## config.mk

```make
export PLATFORM = sky130hd
export DESIGN_NAME = mem_port_ctrl
export DESIGN_NICKNAME = d
export VERILOG_FILES = /design/src/rtl/mem_port_pkg.sv /design/src/rtl/mem_port_ctrl.sv
export SDC_FILE = /design/constraint.sdc
export NUM_CORES = 1
export LEC_CHECK = 0
export BUFFER_PORTS_ARGS = -buffer_cell sky130_fd_sc_hd__buf_2
export CORE_ASPECT_RATIO = 0.9
export CORE_UTILIZATION = 40
export DETAILED_ROUTE_END_ITERATION = 10
export PLACE_DENSITY = 0.71
export SYNTH_ARGS = -nofsm -noshare
export SYNTH_HDL_FRONTEND = slang
export SYNTH_SLANG_ARGS = --single-unit
```

## constraint.sdc

```tcl
create_clock -name clk -period 2.7 [get_ports clk]
set_input_delay 0.54 -clock clk [delete_from_list [all_inputs] [get_ports clk]]
set_output_delay 0.54 -clock clk [all_outputs]
set_load 0.05 [all_outputs]
```

## src/rtl/mem_port_pkg.sv

```systemverilog
// Shared encodings for the memory-port controller and the control FSM that drives it.
package mem_port_pkg;

    // Reusable default widths for the control FSM and the port controller.
    localparam int unsigned DefAddrW = 10;
    localparam int unsigned DefDataW = 16;

    // Width of the read-latency counter; enough for READ_LAT up to 4.
    localparam int unsigned LatCntW = 2;

    // Port controller sequencing states.
    typedef enum logic [1:0] {
        StIdle  = 2'd0,
        StIssue = 2'd1,
        StWait  = 2'd2,
        StResp  = 2'd3
    } state_e;

    // Operation captured at accept.
    typedef enum logic [1:0] {
        OpFetch = 2'd0,
        OpLoad  = 2'd1,
        OpStore = 2'd2
    } op_e;

endpackage

```

## src/rtl/mem_port_ctrl.sv

```systemverilog
// Memory-port controller: accepts one fetch/load/store at a time, drives the single-port RAM
// for the configured read latency and returns the result with a one-cycle valid pulse.
module mem_port_ctrl
    import mem_port_pkg::*;
#(
    parameter int unsigned ADDR_W   = DefAddrW,
    parameter int unsigned DATA_W   = DefDataW,
    parameter int unsigned READ_LAT = 1
) (
    input  logic              clk,
    input  logic              rst_n,
    input  logic              req_valid,
    output logic              req_ready,
    input  logic              req_fetch,
    input  logic              req_write,
    input  logic [ADDR_W-1:0] pc,
    input  logic [ADDR_W-1:0] rdest,
    input  logic [DATA_W-1:0] wdata,
    output logic              rsp_valid,
    output logic [DATA_W-1:0] rsp_data,
    output logic              rsp_fetch,
    output logic [DATA_W-1:0] instr,
    output logic [ADDR_W-1:0] mem_addr,
    output logic              mem_we,
    output logic [DATA_W-1:0] mem_wdata,
    input  logic [DATA_W-1:0] mem_rdata
);

    // The latency counter is only LatCntW bits wide, so reject anything it cannot hold.
    if (READ_LAT < 1 || READ_LAT > 4) begin : g_bad_read_lat
        $error("mem_port_ctrl: READ_LAT must be in 1..4");
    end

    localparam logic [LatCntW-1:0] LatLoad = LatCntW'(READ_LAT - 1);

    state_e              state_q, state_d;
    op_e                 op_q, op_d;
    logic [LatCntW-1:0]  cnt_q, cnt_d;
    logic [ADDR_W-1:0]   addr_q, addr_d;
    logic [DATA_W-1:0]   wdata_q, wdata_d;
    logic [DATA_W-1:0]   rsp_data_q, rsp_data_d;
    logic                rsp_fetch_q, rsp_fetch_d;
    logic [DATA_W-1:0]   instr_q, instr_d;

    // Next-state and datapath capture; inputs are only looked at on the accept edge.
    always_comb begin
        state_d     = state_q;
        op_d        = op_q;
        cnt_d       = cnt_q;
        addr_d      = addr_q;
        wdata_d     = wdata_q;
        rsp_data_d  = rsp_data_q;
        rsp_fetch_d = rsp_fetch_q;
        instr_d     = instr_q;

        unique case (state_q)
            StIdle: begin
                // req_ready is just (StIdle && rst_n); the flops are held in reset otherwise.
                if (req_valid) begin
                    state_d = StIssue;
                    addr_d  = req_fetch ? pc : rdest;
                    wdata_d = wdata;
                    if (req_fetch) begin
                        op_d = OpFetch;
                    end else if (req_write) begin
                        op_d = OpStore;
                    end else begin
                        op_d = OpLoad;
                    end
                end
            end
            StIssue: begin
                if (op_q == OpStore) begin
                    state_d     = StResp;
                    rsp_data_d  = '0;
                    rsp_fetch_d = 1'b0;
                end else begin
                    state_d = StWait;
                    cnt_d   = LatLoad;
                end
            end
            StWait: begin
                if (cnt_q == '0) begin
                    state_d     = StResp;
                    rsp_data_d  = mem_rdata;
                    rsp_fetch_d = (op_q == OpFetch);
                    if (op_q == OpFetch) begin
                        instr_d = mem_rdata;
                    end
                end else begin
                    cnt_d = cnt_q - 1'b1;
                end
            end
            StResp: begin
                state_d = StIdle;
            end
            default: begin
                state_d = StIdle;
            end
        endcase
    end

    // State and datapath registers; reset abandons any in-flight request.
    always_ff @(posedge clk or negedge rst_n) begin
        if (!rst_n) begin
            state_q     <= StIdle;
            op_q        <= OpFetch;
            cnt_q       <= '0;
            addr_q      <= '0;
            wdata_q     <= '0;
            rsp_data_q  <= '0;
            rsp_fetch_q <= 1'b0;
            instr_q     <= '0;
        end else begin
            state_q     <= state_d;
            op_q        <= op_d;
            cnt_q       <= cnt_d;
            addr_q      <= addr_d;
            wdata_q     <= wdata_d;
            rsp_data_q  <= rsp_data_d;
            rsp_fetch_q <= rsp_fetch_d;
            instr_q     <= instr_d;
        end
    end

    // Outputs are registers or state decodes only; mem_we falls with the async state reset.
    always_comb begin
        req_ready = (state_q == StIdle) && rst_n;
        rsp_valid = (state_q == StResp);
        mem_we    = (state_q == StIssue) && (op_q == OpStore);
        mem_addr  = addr_q;
        mem_wdata = wdata_q;
        rsp_data  = rsp_data_q;
        rsp_fetch = rsp_fetch_q;
        instr     = instr_q;
    end

endmodule

```

==> metrics, run 1 <==
Setup crit end kind output port; final net count 413; post_cts resized 0; Netlist cell types 28; Pleak 1.95 nW; most frequent cell after synthesis dfrtp_1; CTS Hold Buffers Added 0; most frequent CP cell inv_1; Starting Density 41.3%; Synth Flop Type dfrtp_1; Worst-path clk slew 0.07 ns; Max Clk Rate 464 MHz; Detail Placement HPWL slightly above 4 mm; period utilization roughly four fifths; setup TNS 0 ns; Clk Latency, worst-skew pair between 0.3 and 0.4 ns; first-pass GRT wire length 9.21 mm; vias in the first global route ~1900; antenna-violating nets left 0; final hold vios 0; Setup Skew 0.00689 ns; fin crit period 2.15 ns; share of the synthesized area in the top cell type 56.3%; crit-path cells inv_1, ha_1, nand3b_4, inv_1, buf_2; largest net degree at the start of global routing 66; min-delay worst type primary input to async pin; Reg2Reg Launch Point state_q[1]; final WL 5.72 mm; initial antenna violation count 0; synthesized flop and latch total 65; Vias ~2000; average wire per standard cell 12.8 um; slowest cell on the critical path dfrtp_1; Yosys warning total 0; area delta synth->final 29.1%; Root Driver clkbuf_8; postcts setup bufs 0; Post-synth EDFFs 0; Post-Synthesis Cells 226; Mean Syn Cell Area 12.8 um2; VDD IR max 0.000876 V; clock buffer depth 2; worst path bufs/invs 3; synth top area cells dfrtp_1 (56%), mux2i_1 (9.0%), mux2_2 (9.0%); DRT iter0 DRCs 47; total grt overflow 0; critical path required time 2.16 ns; Rel. slew slack between 40% and 50%; CTS Sinks 65; Detailed Routing Iterations Pass 1 4; ant diodes 0; kind of critical path flip-flop to output port; gr usage total 16.0%; Row Count 29; Synth Net Count between 200 and 300; CP arrival ~1.6 ns; status complete, no violations; Num CTS Buffers 9; CP max stage delay 0.44 ns; Setup crit start state_q[1]; core area 0.00700 mm2; clock tree from TritonCTS built; max-slew violation count 0; post-DR vias/cell 4.52; Worst Path Max Fanout 6; placer congestion estimate between 0.7 and 0.8; commonest cells in the netlist dfrtp_1 (65), nand2_1 (31), mux2i_1 (26); sequential fraction of the synthesis area 56.3%; final setup fails 0; drt drc 0; total chip power 0.00531 W; Ports 119; die span in y 82.6 um; # H-tree levels 3; Tightest Pin Transition just over 0.8 ns; fraction of registers with async set/reset between 90% and 100%; cell family with most CP delay buffers and inverters; PD cells approximately 1400 mW/mm2; fraction of layout instances using a drive strength above 1 50.0%; Syn Std Cell Area 0.00289 mm2; area leader, netlist dfrtp_1; port buffer count 118; worst setup margin 0.546 ns; Final Core Density 53.3%; crit start category flip-flop; pre-CTS setup slack 0.803 ns; Die ar. around 0.0076 mm2; max-cap violations 0; RSZ-0062 raised after global routing false; die extent in x ~92 um
-- flip-flops by register name, indices dropped and copies added (netlist names) --
register	flops
instr	16
op_q	2
mem_wdata	16
mem_addr	10
state_q	2
cnt_q	2
rsp_fetch	1
rsp_data	16
-- power breakdown --
group / switching, W / internal (W) / total (W)
Combinational: 0.00205 / 0.000903 / 0.00295
Sequential: 0.000219 / 0.00139 / 0.00160
Clock: 0.000372 / 0.000378 / 0.000750
-- routing by layer --
metal | track usage [%] | wire length [um] | vias to the layer above | part of all wire (%)
met5 | 0 | 0 | - | 0
met1 | 20.4 | 2670 | 933 | 47
met2 | 24.1 | 2440 | 95 | 43
met4 | 4.76 | 44 | 0 | 0.77
li1 | - | - | 990 | -
met3 | 7.97 | 560 | 4 | 9.8
-- per-stage QoR --
stage	instance area (um2)	hold slack (ns)	instances
after floorplan	2890	0.244	226
after global placement	3550	0.459	431
after detailed placement	3550	0.466	431
after CTS	3730	0.384	447
after global routing	3730	0.385	447
final	3730	0.400	447
-- cells by family (layout without fill, tap and decap cells) --
kind of cell	Yosys count	count (layout)	share of synthesized area (%)
compound gates	21	21	4.72
fa+ha+maj	7	7	3.03
buf+inv	32	160	5.50
flops	65	65	56.3
mux	60	60	23.6
simple gates	41	41	6.89
-- cell usage in the layout, fill, tap and decap left out, drive strengths merged --
cell type,Yosys,final
buf,7,122
dfrtp,65,65
mux2,34,34
nand2,31,31
mux2i,26,26
inv,22,22
o21ai,13,13
clkbuf,3,11
ha,7,7
clkinv,0,3
nand2b,2,2
a22o,2,2
nor2,2,2
o31ai,2,2
clkinvlp,0,2
and2,2,2
a21oi,2,2
nand3b,1,1
nor2b,1,1
or2,1,1
a211o,1,1
a32oi,1,1
nor3b,1,1
-- final timing paths --
kind	end	slack, ns	cells past startpoint
max	mem_we	0.55	5
min	cnt_q[0]	0.40	2
max reg2reg	rsp_fetch	0.82	6
min reg2reg	mem_addr[5]	0.48	2
max in group asynchronous	mem_addr[8]	1.75	2
min in group clk	op_q[0]	0.41	2
-- area by class of cell --
cell class	instances	area, um2
Inverter	22	82.6
Sequential cell	65	1630
Fill cell	637	3270
Timing Repair Buffer	122	621
Clock inverter	5	30.0
Tap cell	93	116
Clock buffer	11	151
Multi-Input combinational cell	129	1100
Note: power is estimated with default switching activity, not from simulation.
==> run 2, diff against run 1 <==
Clock period 2.7 ns to 2.1 ns, I/O delays scaled along.
==> run 2 against run 1 <==
Register-to-register slack lost 0.56 ns. Hold slack worse by 0.11 ns. Total power rose by 31%. Core utilization grew 0.63 points. Largest cell class unchanged. Clock power up 40%. Design area is 1.2% higher.
==> metrics, run 2 (same netlist as run 1, synthesis figures left out) <==
Final Core Density 53.9%; pre-CTS setup slack 0.250 ns; clock buffer depth 2; worst setup margin 0.133 ns; most common cell after layout, fill and taps aside buf_2; Pleak 1.97 nW; core area 0.00700 mm2; slowest cell on the critical path dfrtp_1; crit start category flip-flop; CP arrival 1.55 ns; final WL 5.59 mm; Reg2Reg Launch Point state_q[0]; CTS Hold Buffers Added 0; die span in y 82.6 um; Max Clk Rate slightly above 500 MHz; post_cts resized 0; min-delay worst type primary input to async pin; final hold slack between 0.2 and 0.3 ns; kind of critical path flip-flop to output port; critical path required time 1.68 ns; ant diodes 0; max-slew violation count 0; CP max stage delay 0.43 ns; GR Layer Usage met2 24.1%; Tightest Pin Transition ~0.8 ns; DRT iter0 DRCs 35; # H-tree levels 3; CP endpoint mem_we; vias in the first global route 1942; Setup crit end kind output port; Clk Latency, worst-skew pair 0.33 ns; die extent in x 91.6 um; Detail Placement HPWL around 4 mm; RSZ-0062 raised after global routing false; met3 Usage GRT between 6 and 7%; Root Driver clkbuf_8; final hold vios 0; most frequent cells in the layout buf_2 (117), dfrtp_1 (65), nand2_1 (31), mux2i_1 (26), mux2_2 (23); Worst-path clk slew 0.06 ns; gr busiest metal met2; cell depth of the worst flop-to-flop path 5; Setup Skew a little over 0.008 ns; placer congestion estimate 0.741; PD cells 1850 mW/mm2; Rel. slew slack between 40% and 50%; R2R Setup Slk 0.26 ns; largest net degree at the start of global routing 66; post-DR vias/cell 4.57; Vias 2036; initial antenna violation count 0; most frequent CP cell inv_1; antenna-violating nets left 0; Num CTS Buffers 9; Starting Density 41.3%; gr usage total 15.6%; total grt overflow 0; area delta synth->final 30.7%; Setup crit start state_q[1]; clock tree from TritonCTS built; CTS Sinks 65; port buffer count 118; average wire per standard cell 12.5 um; Row Count 29; worst r2r dst instr[0]; max-cap violations 0; Worst Path Max Fanout 6; final net count 413; Detailed Routing Iterations Pass 1 4; fraction of layout instances using a drive strength above 1 around half; VDD IR max 0.00103 V; Ports 119; postcts setup bufs 0; Die ar. 0.00757 mm2; fill count 642; fin crit period 1.97 ns; drt drc 0; setup TNS 0 ns; GR Util met1 19.3%; crit-path cells inv_1, ha_2, nand3b_4, inv_1, clkbuf_4; final setup fails 0; first-pass GRT wire length 8.96 mm; total chip power 0.00697 W; status complete, no violations; period utilization 93.7%
-- run 2: cell count changes in the layout (fill, tap and decap cells not counted) --
cell	before	now
clkbuf_4	0	1
ha_2	0	1
bufinv_16	0	1
buf_4	4	2
clkbuf_1	0	1
buf_2	118	117
buf_12	0	2
ha_1	7	6
clkinvlp_4	2	0
clkinv_2	3	2
-- run 2: power breakdown --
group | switching [W] | internal, W
logic | 0.00265 | 0.00121
clock network | 0.000446 | 0.000603
registers | 0.000276 | 0.00178
total | 0.00337 | 0.00360
-- run 2: how the worst min path moves through the flow --
stage,startpoint,to,depth (start not counted)
2_1_floorplan,rst_n,cnt_q[0],0
3_3_place_gp,mem_addr[7],mem_addr[7],2
3_5_place_dp,mem_addr[5],mem_addr[5],2
4_1_cts,req_write,op_q[0],2
5_1_grt,req_write,op_q[0],2
6_report,rst_n,rsp_data[7],2
-- run 2: routing by layer --
layer / share of wire, % / vias to the layer above / wire length [um]
li1: - / 996 / -
met1: 46 / 936 / 2560
met2: 44 / 95 / 2470
met3: 8.5 / 9 / 476
met4: 1.6 / 0 / 88
met5: 0 / - / 0
-- run 2: worst max-delay path: cells and delay by family (launching register included) --
kind | cells | cell delay (ns)
buffers and inverters | 3 | 0.45
DFF | 1 | 0.43
adders and majority gates | 1 | 0.22
and+or+nand+nor | 1 | 0.11
-- run 2: stage by stage --
step / cells / area, um2
6_report: 446 / 3770
5_1_grt: 446 / 3770
4_1_cts: 446 / 3770
3_5_place_dp: 431 / 3570
3_3_place_gp: 431 / 3570
2_1_floorplan: 226 / 2890
-- run 2: cell type report --
type | count | area, um2 | area share (%)
sequential | 65 | 1630 | 43.1
multi-input combinational | 129 | 1110 | 29.3
timing repair buffer | 122 | 648 | 17.2
clock buffer | 12 | 155 | 4.11
tap | 93 | 116 | 3.08
inverter | 22 | 82.6 | 2.19
clock inverter | 3 | 40.0 | 1.06
==> run 3, diff against run 2 <==
Settings changed: ABC_AREA set to 1, CORE_UTILIZATION 40 to 48, PLACE_DENSITY 0.71 to 0.82.
==> run 3 against run 2 <==
Clock skew grew 0.0030 ns. Final cell count is 22% higher. Global-route usage grew 7.7 points. Combinational power is 4% lower. Die area down 13%. Worst setup slack worse by 0.032 ns. Non-clock buffer count did not move. Clock power up 5%. Critical endpoint unchanged. Largest power group unchanged. Critical path depth is the same. Sequential share of layout area down 0.14 points. Core utilization increased by 11 points.
==> metrics, run 3 <==
Hold Path End mem_wdata[15]; share of the synthesized area in the top cell type 54.2%; Int Pwr ~0.0032 W; Post-synth EDFFs 0; crit start category flip-flop; vias in the first global route 2628; Reg power frac a little under a third; # H-tree levels 3; cell family with most CP delay buffers and inverters; post-DR vias/cell about 5; die span in y 77.0 um; largest net degree at the start of global routing 66; first-pass GRT wire length 12.0 mm; pre-CTS setup slack between 0.3 and 0.4 ns; min-delay worst type primary input to flip-flop; die extent in x 85.4 um; Ports 119; CTS Sinks 65; Clk network pwr share 16.1%; Detail Placement HPWL around 4.8 mm; fraction of layout instances using a drive strength above 1 30.9%; ant diodes 0; most frequent cells in the layout nand2_1 (153), buf_2 (117), dfrtp_1 (65), nand3_1 (36), inv_1 (28); average wire per standard cell 12.8 um; area leader, netlist dfrtp_1; sequential fraction of the synthesis area 54.2%; Detailed Routing Iterations Pass 1 4; Max Clk Rate between 500 and 600 MHz; synth top area cells dfrtp_1 (54%), nand2_1 (19%), nand3_1 (6.0%); Die ar. 0.00658 mm2; Synth Flop Type dfrtp_1; Setup crit end kind output port; Starting Density 51.3%; fraction of registers with async set/reset 100%; max-cap violations 0; Num CTS Buffers 9; RSZ-0062 raised after global routing false; kind of critical path flip-flop to output port; setup TNS 0 ns; Sw Pwr 0.00362 W; slowest cell on the critical path dfrtp_1; fin crit period 2.00 ns; hold depth 3; Reg2Reg Launch Point state_q[0]; Syn Std Cell Area 0.00300 mm2; final setup fails 0; Vias 2680; VDD IR max 0.000937 V; worst path bufs/invs 3; CP arrival 1.58 ns; PD cells 1810 mW/mm2; clock buffer depth 2; period utilization between 90% and 100%; synthesized flop and latch total 65; worst r2r dst instr[13]; Post-Synthesis Cells about 350; area delta synth->final 26.1%; initial antenna violation count 0; Netlist cell types 23; gr usage total between 20% and 30%; Root Driver clkbuf_8; antenna-violating nets left 0; Switching Share 52.7%; port buffer count between 100 and 150; CTS Hold Buffers Added 0; final net count approximately 530; Rel. slew slack 46.4%; CP max stage delay around 0.43 ns; most common cell after layout, fill and taps aside nand2_1; Yosys warning total 0; critical path depth 5; Tightest Pin Transition 0.805 ns; critical path required time 1.68 ns; Worst Path Max Fanout 6; combinational group share of total power between 50 and 60%; clock tree from TritonCTS built; DRT iter0 DRCs between 150 and 200; min-delay src wdata[15]; Mean Syn Cell Area 8.48 um2; Row Count 26; final hold vios 0; cell depth of the worst flop-to-flop path 7; worst setup margin around 0.10 ns; status complete, no violations; placer congestion estimate roughly 0.78; total grt overflow 0; final WL 7.00 mm; Setup Skew 0.0110 ns; core area 0.00586 mm2; Worst-path clk slew 0.07 ns; Clk Latency, worst-skew pair 0.34 ns; most frequent cell after synthesis nand2_1; Synth Net Count 418; fill count 525; max-slew violation count 0; commonest cells in the netlist nand2_1 (153), dfrtp_1 (65), nand3_1 (36); crit-path cells inv_2, ha_1, nand3_4, inv_1, clkbuf_4; R2R Setup Slk 0.33 ns; Pleak between 2 and 2.5 nW; drt drc 0; final hold slack about 0.27 ns
==> run 3: cell count changes after synthesis, sizes merged, moves of 2 or more <==
cell / change
a21oi: +18
a22o: -2
and2: -2
buf: +5
clkbuf: +2
inv: +9
mux2: -34
mux2i: -26
nand2: +128
nand2b: -2
nand3: +37
nor2: +10
o21ai: -9
==> run 3: power by group through the flow <==
stage	logic [W]	clock network (W)	registers, W
2_1_floorplan	0.00135	0	0.00367
3_5_place_dp	0.00373	0	0.00206
4_1_cts	0.00373	0.00112	0.00206
6_report	0.00371	0.00110	0.00206
5_1_grt	0.00402	0.00118	0.00212
3_3_place_gp	0.00364	0	0.00206
==> run 3: worst min-delay path, delay by kind of cell <==
family	cells	cell delay [ns]
AND/OR/NAND/NOR	2	0.08
buffers and inverters	1	0.07
==> run 3: routing by layer <==
metal  share of wire [%]  GRT usage [%]
met3                 8.5           7.86
met5                   0              0
met2                  46           36.7
met1                  43           30.1
met4                 2.3           8.33
==> run 3: cell families (layout without fill, tap and decap cells) <==
| family | Yosys count | in the layout | share of synthesized area [%] |
|---|---|---|---|
| DFF | 65 | 65 | 54.2 |
| buffers and inverters | 48 | 169 | 8.33 |
| and+or+nand+nor | 209 | 209 | 30.3 |
| AOI/OAI and AO/OA | 25 | 25 | 4.25 |
| adders and majority gates | 7 | 7 | 2.92 |
==> run 3: timing repair <==
| action | in CTS | in global routing |
|---|---|---|
| buffers inserted | 0 | 0 |
| hold endpoints to repair | 0 | 0 |
| gates resized for setup | 0 | 2 |
| endpoints found under the setup margin | 0 | 1 |
==> run 3: final cells by class <==
class	instances	area [um2]	area share [%]
Multi-Input combinational cell	241	1130	29.7
Tap cell	70	87.6	2.31
Clock buffer	14	173	4.56
Timing Repair Buffer	122	623	16.5
Inverter	31	116	3.07
Clock inverter	2	35.0	0.925
Sequential cell	65	1630	42.9
==> run 3: how the worst max path moves through the flow <==
stage	start	to
3_5_place_dp	state_q[0]	instr[13]
2_1_floorplan	state_q[1]	mem_we
5_1_grt	state_q[1]	mem_we
6_report	state_q[1]	mem_we
3_3_place_gp	state_q[0]	instr[2]
4_1_cts	state_q[1]	mem_we
==> run 3: per-stage QoR <==
step | std cells | utilization (%) | total power, W | cell area, um2
2_1_floorplan | 354 | - | 0.00502 | 3000
3_3_place_gp | 529 | 61.1 | 0.00570 | 3580
3_5_place_dp | 529 | 61.1 | 0.00579 | 3580
4_1_cts | 545 | 64.6 | 0.00690 | 3780
5_1_grt | 545 | 64.7 | 0.00731 | 3790
6_report | 545 | 64.7 | 0.00687 | 3790
